==> src/rtl/cmd_pkg.sv <==
// Shared opcodes, response codes and FSM types
// for the command dispatch stage.
package cmd_pkg;

  localparam logic [3:0] OP_SET_HDG = 4'h2;
  localparam logic [3:0] OP_MOVE    = 4'h4;
  localparam logic [3:0] OP_CAL     = 4'h6;

  localparam logic [7:0] RESP_ACK  = 8'hA5;
  localparam logic [7:0] RESP_NACK = 8'hEE;
  localparam logic [7:0] RESP_TMO  = 8'hE0;

  typedef enum logic [1:0] {
    IDLE,
    DISPATCH,
    WAIT_DONE,
    WAIT_TX
  } state_t;

  typedef enum logic [1:0] {
    K_HDG,
    K_MOVE,
    K_CAL,
    K_ILL
  } op_kind_t;

  // Map a raw opcode nibble onto the small set of
  // operations the dispatcher knows how to run.
  function automatic op_kind_t decode_op(
    input logic [3:0] op
  );
    op_kind_t k;
    k = K_ILL;
    unique case (1'b1)
      (op == OP_SET_HDG): k = K_HDG;
      (op == OP_MOVE):    k = K_MOVE;
      (op == OP_CAL):     k = K_CAL;
      default:            k = K_ILL;
    endcase
    return k;
  endfunction

endpackage

==> src/rtl/timeout_cnt.sv <==
// Saturating wait counter; flags when the limit
// count has been reached.
module timeout_cnt #(
  parameter int unsigned TIMEOUT_CYC = 32'd1_000_000,
  parameter int unsigned TO_W        = 20
) (
  input  logic i_clk,
  input  logic i_rst,
  input  logic i_clr,
  input  logic i_en,
  output logic o_expired
);

  localparam logic [TO_W-1:0] LIM =
    TO_W'(TIMEOUT_CYC - 1);

  logic [TO_W-1:0] r_cnt;

  // Count while enabled; park at the limit so the
  // value can never wrap back to zero.
  always_ff @(posedge i_clk) begin
    if (i_rst || i_clr) begin
      r_cnt <= '0;
    end else if (i_en && (r_cnt != LIM)) begin
      r_cnt <= r_cnt + 1'b1;
    end
  end

  assign o_expired = (r_cnt == LIM);

endmodule

==> src/rtl/cmd_dispatch.sv <==
// Command execution stage: captures a UART command,
// runs it, and returns a single response byte.
module cmd_dispatch
  import cmd_pkg::*;
#(
  parameter int unsigned TIMEOUT_CYC = 32'd1_000_000,
  parameter int unsigned TO_W        = 20
) (
  input  logic        clk,
  input  logic        rst,
  input  logic [15:0] cmd,
  input  logic        cmd_rdy,
  output logic        clr_cmd_rdy,
  output logic        trmt,
  output logic [7:0]  resp,
  input  logic        tx_done,
  output logic [11:0] desired_hdg,
  output logic        hdg_vld,
  output logic        move_req,
  output logic [11:0] move_dist,
  input  logic        move_done,
  output logic        strt_cal,
  input  logic        cal_done,
  output logic        busy
);

  state_t      r_state;
  logic [15:0] r_cmd_q;
  logic        r_pend_move;
  logic        r_clr;
  logic        r_trmt;
  logic [7:0]  r_resp;
  logic [11:0] r_hdg;
  logic        r_hdg_vld;
  logic        r_move_req;
  logic [11:0] r_move_dist;
  logic        r_strt_cal;
  logic        r_busy;

  logic        w_done;
  logic        w_expired;
  logic        w_cnt_clr;
  logic        w_cnt_en;

  // Only the completion of the pending operation
  // counts; the other done input is ignored.
  assign w_done = r_pend_move ? move_done
                              : cal_done;

  assign w_cnt_clr = (r_state == DISPATCH);
  assign w_cnt_en  = (r_state == WAIT_DONE) &&
                     !w_done;

  timeout_cnt #(
    .TIMEOUT_CYC(TIMEOUT_CYC),
    .TO_W       (TO_W)
  ) u_tmo (
    .i_clk    (clk),
    .i_rst    (rst),
    .i_clr    (w_cnt_clr),
    .i_en     (w_cnt_en),
    .o_expired(w_expired)
  );

  // Dispatch FSM with all handshake outputs
  // registered; pulses self-clear every cycle.
  always_ff @(posedge clk) begin
    if (rst) begin
      r_state     <= IDLE;
      r_cmd_q     <= '0;
      r_pend_move <= 1'b0;
      r_clr       <= 1'b0;
      r_trmt      <= 1'b0;
      r_resp      <= 8'h00;
      r_hdg       <= '0;
      r_hdg_vld   <= 1'b0;
      r_move_req  <= 1'b0;
      r_move_dist <= '0;
      r_strt_cal  <= 1'b0;
      r_busy      <= 1'b0;
    end else begin
      r_clr      <= 1'b0;
      r_trmt     <= 1'b0;
      r_hdg_vld  <= 1'b0;
      r_move_req <= 1'b0;
      r_strt_cal <= 1'b0;
      unique case (r_state)
        IDLE: begin
          if (cmd_rdy) begin
            r_cmd_q <= cmd;
            r_clr   <= 1'b1;
            r_busy  <= 1'b1;
            r_state <= DISPATCH;
          end
        end
        DISPATCH: begin
          unique case (decode_op(r_cmd_q[15:12]))
            K_HDG: begin
              r_hdg     <= r_cmd_q[11:0];
              r_hdg_vld <= 1'b1;
              r_resp    <= RESP_ACK;
              r_trmt    <= 1'b1;
              r_state   <= WAIT_TX;
            end
            K_MOVE: begin
              r_move_dist <= r_cmd_q[11:0];
              r_move_req  <= 1'b1;
              r_pend_move <= 1'b1;
              r_state     <= WAIT_DONE;
            end
            K_CAL: begin
              r_strt_cal  <= 1'b1;
              r_pend_move <= 1'b0;
              r_state     <= WAIT_DONE;
            end
            default: begin
              r_resp  <= RESP_NACK;
              r_trmt  <= 1'b1;
              r_state <= WAIT_TX;
            end
          endcase
        end
        WAIT_DONE: begin
          // Completion beats a coincident timeout.
          if (w_done) begin
            r_resp  <= RESP_ACK;
            r_trmt  <= 1'b1;
            r_state <= WAIT_TX;
          end else if (w_expired) begin
            r_resp  <= RESP_TMO;
            r_trmt  <= 1'b1;
            r_state <= WAIT_TX;
          end
        end
        WAIT_TX: begin
          if (tx_done) begin
            r_busy  <= 1'b0;
            r_state <= IDLE;
          end
        end
        default: begin
          r_busy  <= 1'b0;
          r_state <= IDLE;
        end
      endcase
    end
  end

  assign clr_cmd_rdy = r_clr;
  assign trmt        = r_trmt;
  assign resp        = r_resp;
  assign desired_hdg = r_hdg;
  assign hdg_vld     = r_hdg_vld;
  assign move_req    = r_move_req;
  assign move_dist   = r_move_dist;
  assign strt_cal    = r_strt_cal;
  assign busy        = r_busy;

endmodule

==> config.mk <==
export PLATFORM = sky130hd
export DESIGN_NAME = cmd_dispatch
export DESIGN_NICKNAME = d
export VERILOG_FILES = /design/src/rtl/cmd_pkg.sv /design/src/rtl/timeout_cnt.sv /design/src/rtl/cmd_dispatch.sv
export SDC_FILE = /design/constraint.sdc
export NUM_CORES = 1
export LEC_CHECK = 0
export ABC_AREA = 1
export BUFFER_PORTS_ARGS = -buffer_cell sky130_fd_sc_hd__buf_2
export CAP_MARGIN = 40
export CORE_MARGIN = 2
export CORE_UTILIZATION = 60
export CTS_CLUSTER_DIAMETER = 40
export DETAILED_ROUTE_END_ITERATION = 8
export HOLD_SLACK_MARGIN = 0.05
export PLACE_DENSITY = 0.91
export SLEW_MARGIN = 20
export SYNTH_ARGS = -nofsm -noshare
export SYNTH_HDL_FRONTEND = slang
export SYNTH_HIERARCHICAL = 1
export SYNTH_SLANG_ARGS = --single-unit
==> constraint.sdc <==
create_clock -name clk -period 4.3 [get_ports clk]
set_input_delay 0.645 -clock clk [delete_from_list [all_inputs] [get_ports clk]]
set_output_delay 0.645 -clock clk [all_outputs]
set_load 0.02 [all_outputs]
# Word level (Yosys, flattened, before mapping)
# Index checks and enable logic that the tools add are counted.
[word_totals] out_inout_bits=38 input_bits=22 register_bits=77
[op_classes] n_mux=26 bitwise=2 reduce_logical=19 n_addsub=1 n_eq_ne=14
[ops] cell="$pmux 8 s2" count=2
[ops] cell="$add 20x1->20 const B" count=1
[ops] cell="$eq 20x20->1 const B" count=1
[ops] cell="$ne 20x20->1 const B" count=1
[ops] cell="$mux 8" count=2
[ops] cell="$mux 2" count=6
[ops] cell="$mux 1" count=11
[ops] cell="$reduce_and 3->1" count=3
[ops] cell="$eq 4x3->1 const B" count=2
[ops] cell="$pmux 2 s4" count=1
[ops] cell="$reduce_and 2->1" count=4
[ops] cell="$eq 2x2->1 const B" count=3
[ops] cell="$ne 2x2->1 const B" count=3
[ops] cell="$pmux 1 s2" count=3
[ops] cell="$pmux 2 s3" count=1
[ops] cell="$reduce_bool 2->1" count=3
[ops] cell="$reduce_or 2->1" count=3
[ops] cell="$eq 2x1->1 const B" count=2
[ops] cell="$eq 4x2->1 const B" count=1
[ops] cell="$logic_not 2->1" count=2
[ops] cell="$ne 3x2->1 const B" count=1
[ops] cell="$logic_and 1x1->1" count=2
[ops] cell="$not 1->1" count=2
[ops] cell="$logic_not 1->1" count=1
[ops] cell="$logic_or 1x1->1" count=1

# Depth between registers and ports, before layout
# Gate-level depths: netlist of run 1.
[logic_depth] depth_word=8 ltp_mapped=13

# By module
# Netlist of run 1, hierarchy kept.
[modules_own_cells] mod="cmd_dispatch" area_each_um2=2234.6 seq_area_each_um2=1081.0 n_inst=1 cells_each=280
[modules_own_cells] mod="timeout_cnt" area_each_um2=1223.7 seq_area_each_um2=400.4 n_inst=1 cells_each=194

# Least setup slack after synthesis of run 1
# Ideal clock, no wire load.
[synth_path] kind="in2reg" from="input move_done" to="register u_tmo.r_cnt[12]" n_path_buf=0 setup_ns=0.115 cell_stages=10 arrival_time_ns=1.604 path_slack_ns=2.581 path_cell_list="nand2_1 nand3_1 inv_1 inv_1 nor2_4 nand2_2 nor2_4 nand2_1 o21ai_1 nor2_1"
[synth_between] elab_chain_len=4
[synth_lines] element="start, declared" line="cmd_dispatch.sv:21" text="input logic move_done,"
[synth_lines] element="$mux 1" line="cmd_dispatch.sv:47" text="assign w_done = r_pend_move ? move_done"
[synth_lines] element="$logic_not 1->1" line="cmd_dispatch.sv:52" text="!w_done;"
[synth_lines] element="$logic_and 1x1->1" line="cmd_dispatch.sv:51" text="assign w_cnt_en = (r_state == WAIT_DONE) &&"
[synth_lines] element="named net w_cnt_en" line="cmd_dispatch.sv:43" text="logic w_cnt_en;"
[synth_lines] element="$logic_and 1x1->1" line="timeout_cnt.sv:24" text="end else if (i_en && (r_cnt != LIM)) begin"
[synth_lines] element="end signal, assigned" line="timeout_cnt.sv:25" text="r_cnt <= r_cnt + 1'b1;"
[synth_lines] element="end, declared" line="timeout_cnt.sv:17" text="logic [TO_W-1:0] r_cnt;"
# The timed path passes the listed nets, and every way through them passes these cells.
# A chain may end at the register's enable or synchronous reset.

# Final worst setup path of run 1
[layout_path] from="register r_state[1]" to="register r_move_dist[11], in the netlist move_dist[11]"
[layout_between] elab_chain_len=2
[layout_lines] element="start, declared" line="cmd_dispatch.sv:27" text="state_t r_state;"
[layout_lines] element="start signal, assigned" line="cmd_dispatch.sv:69" text="r_state <= IDLE;"
[layout_lines] element="start signal, assigned" line="cmd_dispatch.sv:93" text="r_state <= DISPATCH;"
[layout_lines] element="start signal, assigned" line="cmd_dispatch.sv:103" text="r_state <= WAIT_TX;"
[layout_lines] element="$eq 2x1->1"
[layout_lines] element="named net w_cnt_clr" line="cmd_dispatch.sv:42" text="logic w_cnt_clr;"
[layout_lines] element="$reduce_and 2->1 (no line)"
[layout_lines] element="end signal, assigned" line="cmd_dispatch.sv:106" text="r_move_dist <= r_cmd_q[11:0];"
[layout_lines] element="end, declared" line="cmd_dispatch.sv:36" text="logic [11:0] r_move_dist;"
# The timed path passes the listed nets, and every way through them passes these cells.

==> results.toml, run 1 <==
[setup_path]
critical_path.max_stage_delay_ps = 670
r2r-start = "r_state[1]"
critPathLaunchType = "flip-flop"
r2r_slack_ps = 2000
crit_type = "flip-flop to flip-flop"
rr_worst_depth = 6
cp.required_ps = 4570
worstSetupEndpointType = "flip-flop"
path_delay_family = "adder cells"
crit_path_start = "r_state[1]"
cp_num_cells = 6
cp-endpoint = "move_dist[11]"
crit_chain = "inv_1 > ha_1 > nand2_1 > inv_1 > nor2_1 > nor2_1"
timing.rr.end = "move_dist[11]"
arrival_ps = 2570
cp_max_fo = 19
slowest_stage = "ha_1"
critPathBufInv = 2

[pwr]
ir_drop_mv = 0.420
p_per_area_nw_per_um2 = 541
leakagePower_nw = 1.65

[global_routing]
grt_pass1_wl_um = 12500
gr-total-overflow = 0
grt_max_degree = 34
grt_pass1_vias = 3003
antenna_found_initial = 0
gr-usage-all-layers_pct = 24.6

[routing]
drt_iter0_drc = 182
wl_um = 7490
drcViolationCount = 0
postRouteAntennaNets = 0
drtPass1Iterations = 4
wire_per_inst_um = 12.5
viasPerCell = 5.37
num_vias = 3216

[clock_tree]
cts_buffers = 9
clk_latency_ps = 350
ctsRootBufferMaster = "clkbuf_8"
cts.clk_slew.worst_paths_ps = 80
cts_max_level = 3
cts-resized-gates = 0
cts.sinks = 74
cts_tree = "built"
cts_setup_buffers = 0
clock_path_buffers = 2
cts_hold_buf = 0

[synth]
ys_seq_area_share_pct = 42.8
synth-seq-cells = 74
synth.most_common_cell = "nor2_1"
ys_async_sr_fraction_pct = 0
syn_nets = 505
yosys.area.top_type = "dfxtp_1"
synthesis.instances = 474
synth_common_cells = "nor2_1 (107), dfxtp_1 (74), nand2_1 (70)"
synth.avg_cell_area_sq_um = 7.30
synth.top_cells.by_area = "dfxtp_1 (43%), nor2_1 (12%), nand2_1 (7.6%)"
synth-edff-count = 0
syn_area_sq_um = 3460
synth_warnings = 6
synthFlopType = "dfxtp_1"
synth.distinct_cells = 31
synth_top_area_share_pct = 42.8

[placement]
dp_hpwl_um = 5310
gp_congestion = 0.925
portBuffers = 58

[sta]
period_share_pct = 53.6
rsz0062_at_grt = "no"
hold_violations = 0
slew_viol_final = 0
finalSetupViolCount = 0
finClkSkew_ps = 8.17
fin_crit_ps = 2300
worst_slew_pin_slew_ps = 826
slew_headroom_pct = 44.9
fin_tns_setup_ps = 0
max_freq_mhz = 434

[floorplanning]
io-pin-count = 60
dieArea_sq_um = 6390
row_count = 27
die_h_um = 79.9
start_util_pct = 62.4
core_sq_um = 5540
die_w_um = 79.9

[final_layout]
multi_input_area_sq_um = 1680
seqCellArea_sq_um = 1480
fin_util_pct = 70.4
layout-area-overhead-vs-synth_pct = 12.8
fin_nets = 553
drive_above_1_share_pct = 22.0
diodes = 0
final.fill_count = 429

[hold_path]
hold_start = "desired_hdg[1]"
hold_path.class = "flip-flop to flip-flop"

[run_status]
run_status = "finished, final reports clean"

[flow_run]
max-cap-violations = 0
logic make-up after synthesis:
group	Yosys count	share of synthesized area, %
simple gates	253	34.3
compound gates	74	10.8
buf+inv	63	8.68
flops	74	42.8
fa+ha+maj	9	3.26
other cells	1	0.108
flip-flops by register name (all words and copies together), names as in the netlist:
name	count
hdg_vld	1
r_state	2
clr_cmd_rdy	1
resp	5
r_pend_move	1
busy	1
move_dist	12
trmt	1
r_cmd_q	16
desired_hdg	12
move_req	1
strt_cal	1
u_tmo/r_cnt	20
metal layers:
layer	vias to the layer above	routed length [um]	track usage (%)
met4	0	222	14.1
met5	-	0	0
met1	1474	3340	29.2
met3	27	340	4.41
met2	100	3590	41.5
li1	1615	-	-
where the power goes:
part / leakage (nW) / switching [mW] / total (mW) / internal, mW
Sequential: 0.602 / 0.0790 / 0.872 / 0.793
Combinational: 0.950 / 0.469 / 0.688 / 0.219
Clock: 0.0938 / 0.276 / 0.549 / 0.273
worst reg2reg max path, delay by kind of cell, from the launching register on:
family	cells	cell delay, ps
fa+ha+maj	1	670
simple gates	3	660
buf+inv	2	540
flops	1	360
cell usage in the layout, fill, tap and decap left out, drive strengths merged:
| cell type | instances |
|---|---|
| a21oi | 36 |
| buf | 58 |
| bufinv | 1 |
| clkbuf | 9 |
| clkinv | 1 |
| clkinvlp | 3 |
| conb | 1 |
| dfxtp | 74 |
| ha | 9 |
| inv | 44 |
| nand2 | 86 |
| nand3 | 29 |
| nand4 | 16 |
| nor2 | 117 |
| nor3 | 4 |
| nor4 | 1 |
| o211ai | 1 |
| o21ai | 37 |
worst min path at each step:
stage / to / slack (ps) / depth (start not counted)
2_1_floorplan: u_tmo/r_cnt[6] / 460 / 2
3_3_place_gp: desired_hdg[1] / 450 / 2
3_5_place_dp: desired_hdg[1] / 450 / 2
4_1_cts: desired_hdg[1] / 470 / 2
5_1_grt: desired_hdg[4] / 480 / 2
6_report: desired_hdg[1] / 460 / 2
per-stage QoR:
step / cell area (sq um) / worst slack (ps) / cells / total power [mW] / hold slack (ps)
2_1_floorplan: 3460 / 2580 / 474 / 1.44 / 465
3_3_place_gp: 3700 / 1990 / 583 / 1.52 / 447
3_5_place_dp: 3700 / 1960 / 583 / 1.56 / 453
4_1_cts: 3900 / 2020 / 599 / 2.11 / 465
5_1_grt: 3900 / 1790 / 599 / 2.23 / 479
6_report: 3900 / 2000 / 599 / 2.11 / 464
area by class of cell:
type / instances / share of cell area (%)
timing repair buffer: 58 / 7.44
clock buffer: 9 / 3.18
sequential: 74 / 38.0
clock inverter: 7 / 1.99
inverter: 42 / 4.04
multi-input combinational: 337 / 43.1
tap: 72 / 2.31
(Power assumes the default switching activity.)
==> inputs of run 2 (changes only) <==
--- a/config.mk
+++ b/config.mk
@@ -9,11 +9,11 @@
 export BUFFER_PORTS_ARGS = -buffer_cell sky130_fd_sc_hd__buf_2
 export CAP_MARGIN = 40
 export CORE_MARGIN = 2
-export CORE_UTILIZATION = 60
+export CORE_UTILIZATION = 56
 export CTS_CLUSTER_DIAMETER = 40
 export DETAILED_ROUTE_END_ITERATION = 8
 export HOLD_SLACK_MARGIN = 0.05
-export PLACE_DENSITY = 0.91
+export PLACE_DENSITY = 0.86
 export SLEW_MARGIN = 20
 export SYNTH_ARGS = -nofsm -noshare
 export SYNTH_HDL_FRONTEND = slang
==> constraint.sdc (replaced) <==
create_clock -name clk -period 2.3 [get_ports clk]
set_input_delay 0.345 -clock clk [delete_from_list [all_inputs] [get_ports clk]]
set_output_delay 0.345 -clock clk [all_outputs]
set_load 0.02 [all_outputs]
==> run 2 against run 1 <==
Against the previous run:
- worst setup slack got worse by 1600 ps
- power rose by 83%
- first-iteration DRC count grew 8.2%
- global-route usage is 0.72 points lower
- sequential share of layout area down 0.22 points
- clock-buffer cell count grew 1
- fmax increased by 22%
- core utilization is 4.5 points lower
- die area rose by 6.8%
- hold slack lost 230 ps
- critical path depth rose by 5
- critical endpoint is now u_tmo/r_cnt[12]
==> results.toml, run 2 (synthesis results as in run 1) <==
[floorplanning]
row_count = 28
start_util_pct = 58.1
die_h_um = 82.6
dieArea_sq_um = 6820
core_sq_um = 5960
die_w_um = 82.6
io-pin-count = 60

[flow_run]
max-cap-violations = 0

[clock_tree]
cts_hold_buf = 0
clk_latency_ps = 360
cts-resized-gates = 0
cts_tree = "built"
cts_setup_buffers = 0
clock_path_buffers = 2
cts_buffers = 9
cts_max_level = 3
cts.sinks = 74
ctsRootBufferMaster = "clkbuf_8"
cts.clk_slew.worst_paths_ps = 80

[hold_path]
hold_start = "cmd[6]"
min_path_cells = 3
holdPathEnd = "r_cmd_q[6]"
hold_path.class = "input port to flip-flop"

[sta]
rsz0062_at_grt = "no"
slew_headroom_pct = 49.0
period_share_pct = 82.0
fin_crit_ps = 1890
worst_slew_pin_slew_ps = 764
hold_violations = 0
fin_ws_ps = 414
timing.hold.ws_ps = 233
finalSetupViolCount = 0
slew_viol_final = 0
fin_tns_setup_ps = 0
finClkSkew_ps = 7.11
max_freq_mhz = 530

[final_layout]
fin_util_pct = 65.9
largest_reg_flops = 20
diodes = 0
layout-area-overhead-vs-synth_pct = 13.4
final_cell_mix = "nor2_1 (107), dfxtp_1 (74), nand2_1 (70), buf_2 (58)"
final.fill_count = 523
top_register = "u_tmo/r_cnt"
final_cells = 607
design_area_sq_um = 3920
top_regs = "u_tmo/r_cnt x20, r_cmd_q x16"
fin_nets = 558
final_common_cell = "nor2_1"
drive_above_1_share_pct = 22.6

[routing]
wl_um = 7430
drcViolationCount = 0
drt_iter0_drc = 197
dr_wl_met3_um = 384
viasPerCell = 5.31
postRouteAntennaNets = 0
wire_per_inst_um = 12.2
dr.max_layer_used = "met4"
wl_met2_um = 3570
m1WireLength_um = 3320
num_vias = 3221
drtPass1Iterations = 5

[setup_path]
rr_worst_depth = 11
r2r-start = "r_state[0]"
r2r_slack_ps = 410
timing.rr.end = "u_tmo/r_cnt[12]"
cp_max_fo = 6
cp.required_ps = 2550
arrival_ps = 2140
crit_type = "flip-flop to flip-flop"
worstSetupEndpointType = "flip-flop"
critPathLaunchType = "flip-flop"

[global_routing]
gr-total-overflow = 0
grt_pass1_vias = 2954
antenna_found_initial = 0
grt_max_degree = 34
grt_pass1_wl_um = 12600
gr-usage-all-layers_pct = 23.9

[run_status]
run_status = "finished, final reports clean"

[pwr]
ir_drop_mv = 0.656
leakagePower_nw = 1.67
report.power.total_mw = 3.87
p_per_area_nw_per_um2 = 986

[placement]
dp.cells = 591
placed_area_sq_um = 3740
portBuffers = 58
pre_cts_ws_ps = 444
gp_congestion = 0.910
dp_hpwl_um = 5350
-- run 2: changes by cell type in the layout (fill, tap and decap cells not counted) --
cell,delta
buf_4,+5
clkinvlp_4,-2
nor2_2,-1
bufinv_16,-1
inv_6,+3
clkbuf_8,+1
nor2_1,+1
inv_8,-1
-- run 2: worst max-delay path, cell delays in order, from the launching register on --
cell and delay, ps:
dfxtp_1 350, inv_1 160, ha_1 260, nand3_1 130, inv_1 100, inv_1 110, nor2_4 190, nand2_2 100
nor2_4 150, nand2_1 70, o21ai_1 110, nor2_1 50
-- run 2: power by group --
part / internal [mW] / leakage [nW] / switching (mW) / total (mW)
Clock: 0.434 / 0.0941 / 0.522 / 0.956
Combinational: 0.425 / 0.974 / 0.855 / 1.28
Sequential: 1.48 / 0.602 / 0.148 / 1.63
Total: 2.34 / 1.67 / 1.53 / 3.87
-- run 2: how the worst max path moves through the flow --
| stage | startpoint | endpoint | cells past startpoint |
|---|---|---|---|
| after detailed placement | r_state[0] | u_tmo/r_cnt[12] | 11 |
| after global routing | r_state[0] | u_tmo/r_cnt[12] | 11 |
| after global placement | r_cmd_q[15] | move_dist[0] | 8 |
| final | r_state[0] | u_tmo/r_cnt[12] | 11 |
| after CTS | r_state[0] | u_tmo/r_cnt[12] | 11 |
| after floorplan | r_cmd_q[15] | desired_hdg[10] | 11 |
-- run 2: cell type report --
cell class | instances | area, sq um | share of cell area, %
repair buffers | 63 | 328 | 8.36
flip-flops and latches | 74 | 1480 | 37.8
inverters | 42 | 158 | 4.02
clock inverters | 6 | 47.5 | 1.21
clock buffers | 10 | 138 | 3.51
multi-input cells | 337 | 1680 | 42.7
well taps | 75 | 93.8 | 2.39
-- run 2: routing by layer --
metal / vias to the layer above / GRT usage [%]
li1: 1622 / -
met1: 1509 / 28.7
met2: 79 / 39.9
met3: 11 / 6.52
met4: 0 / 10.5
met5: - / 0
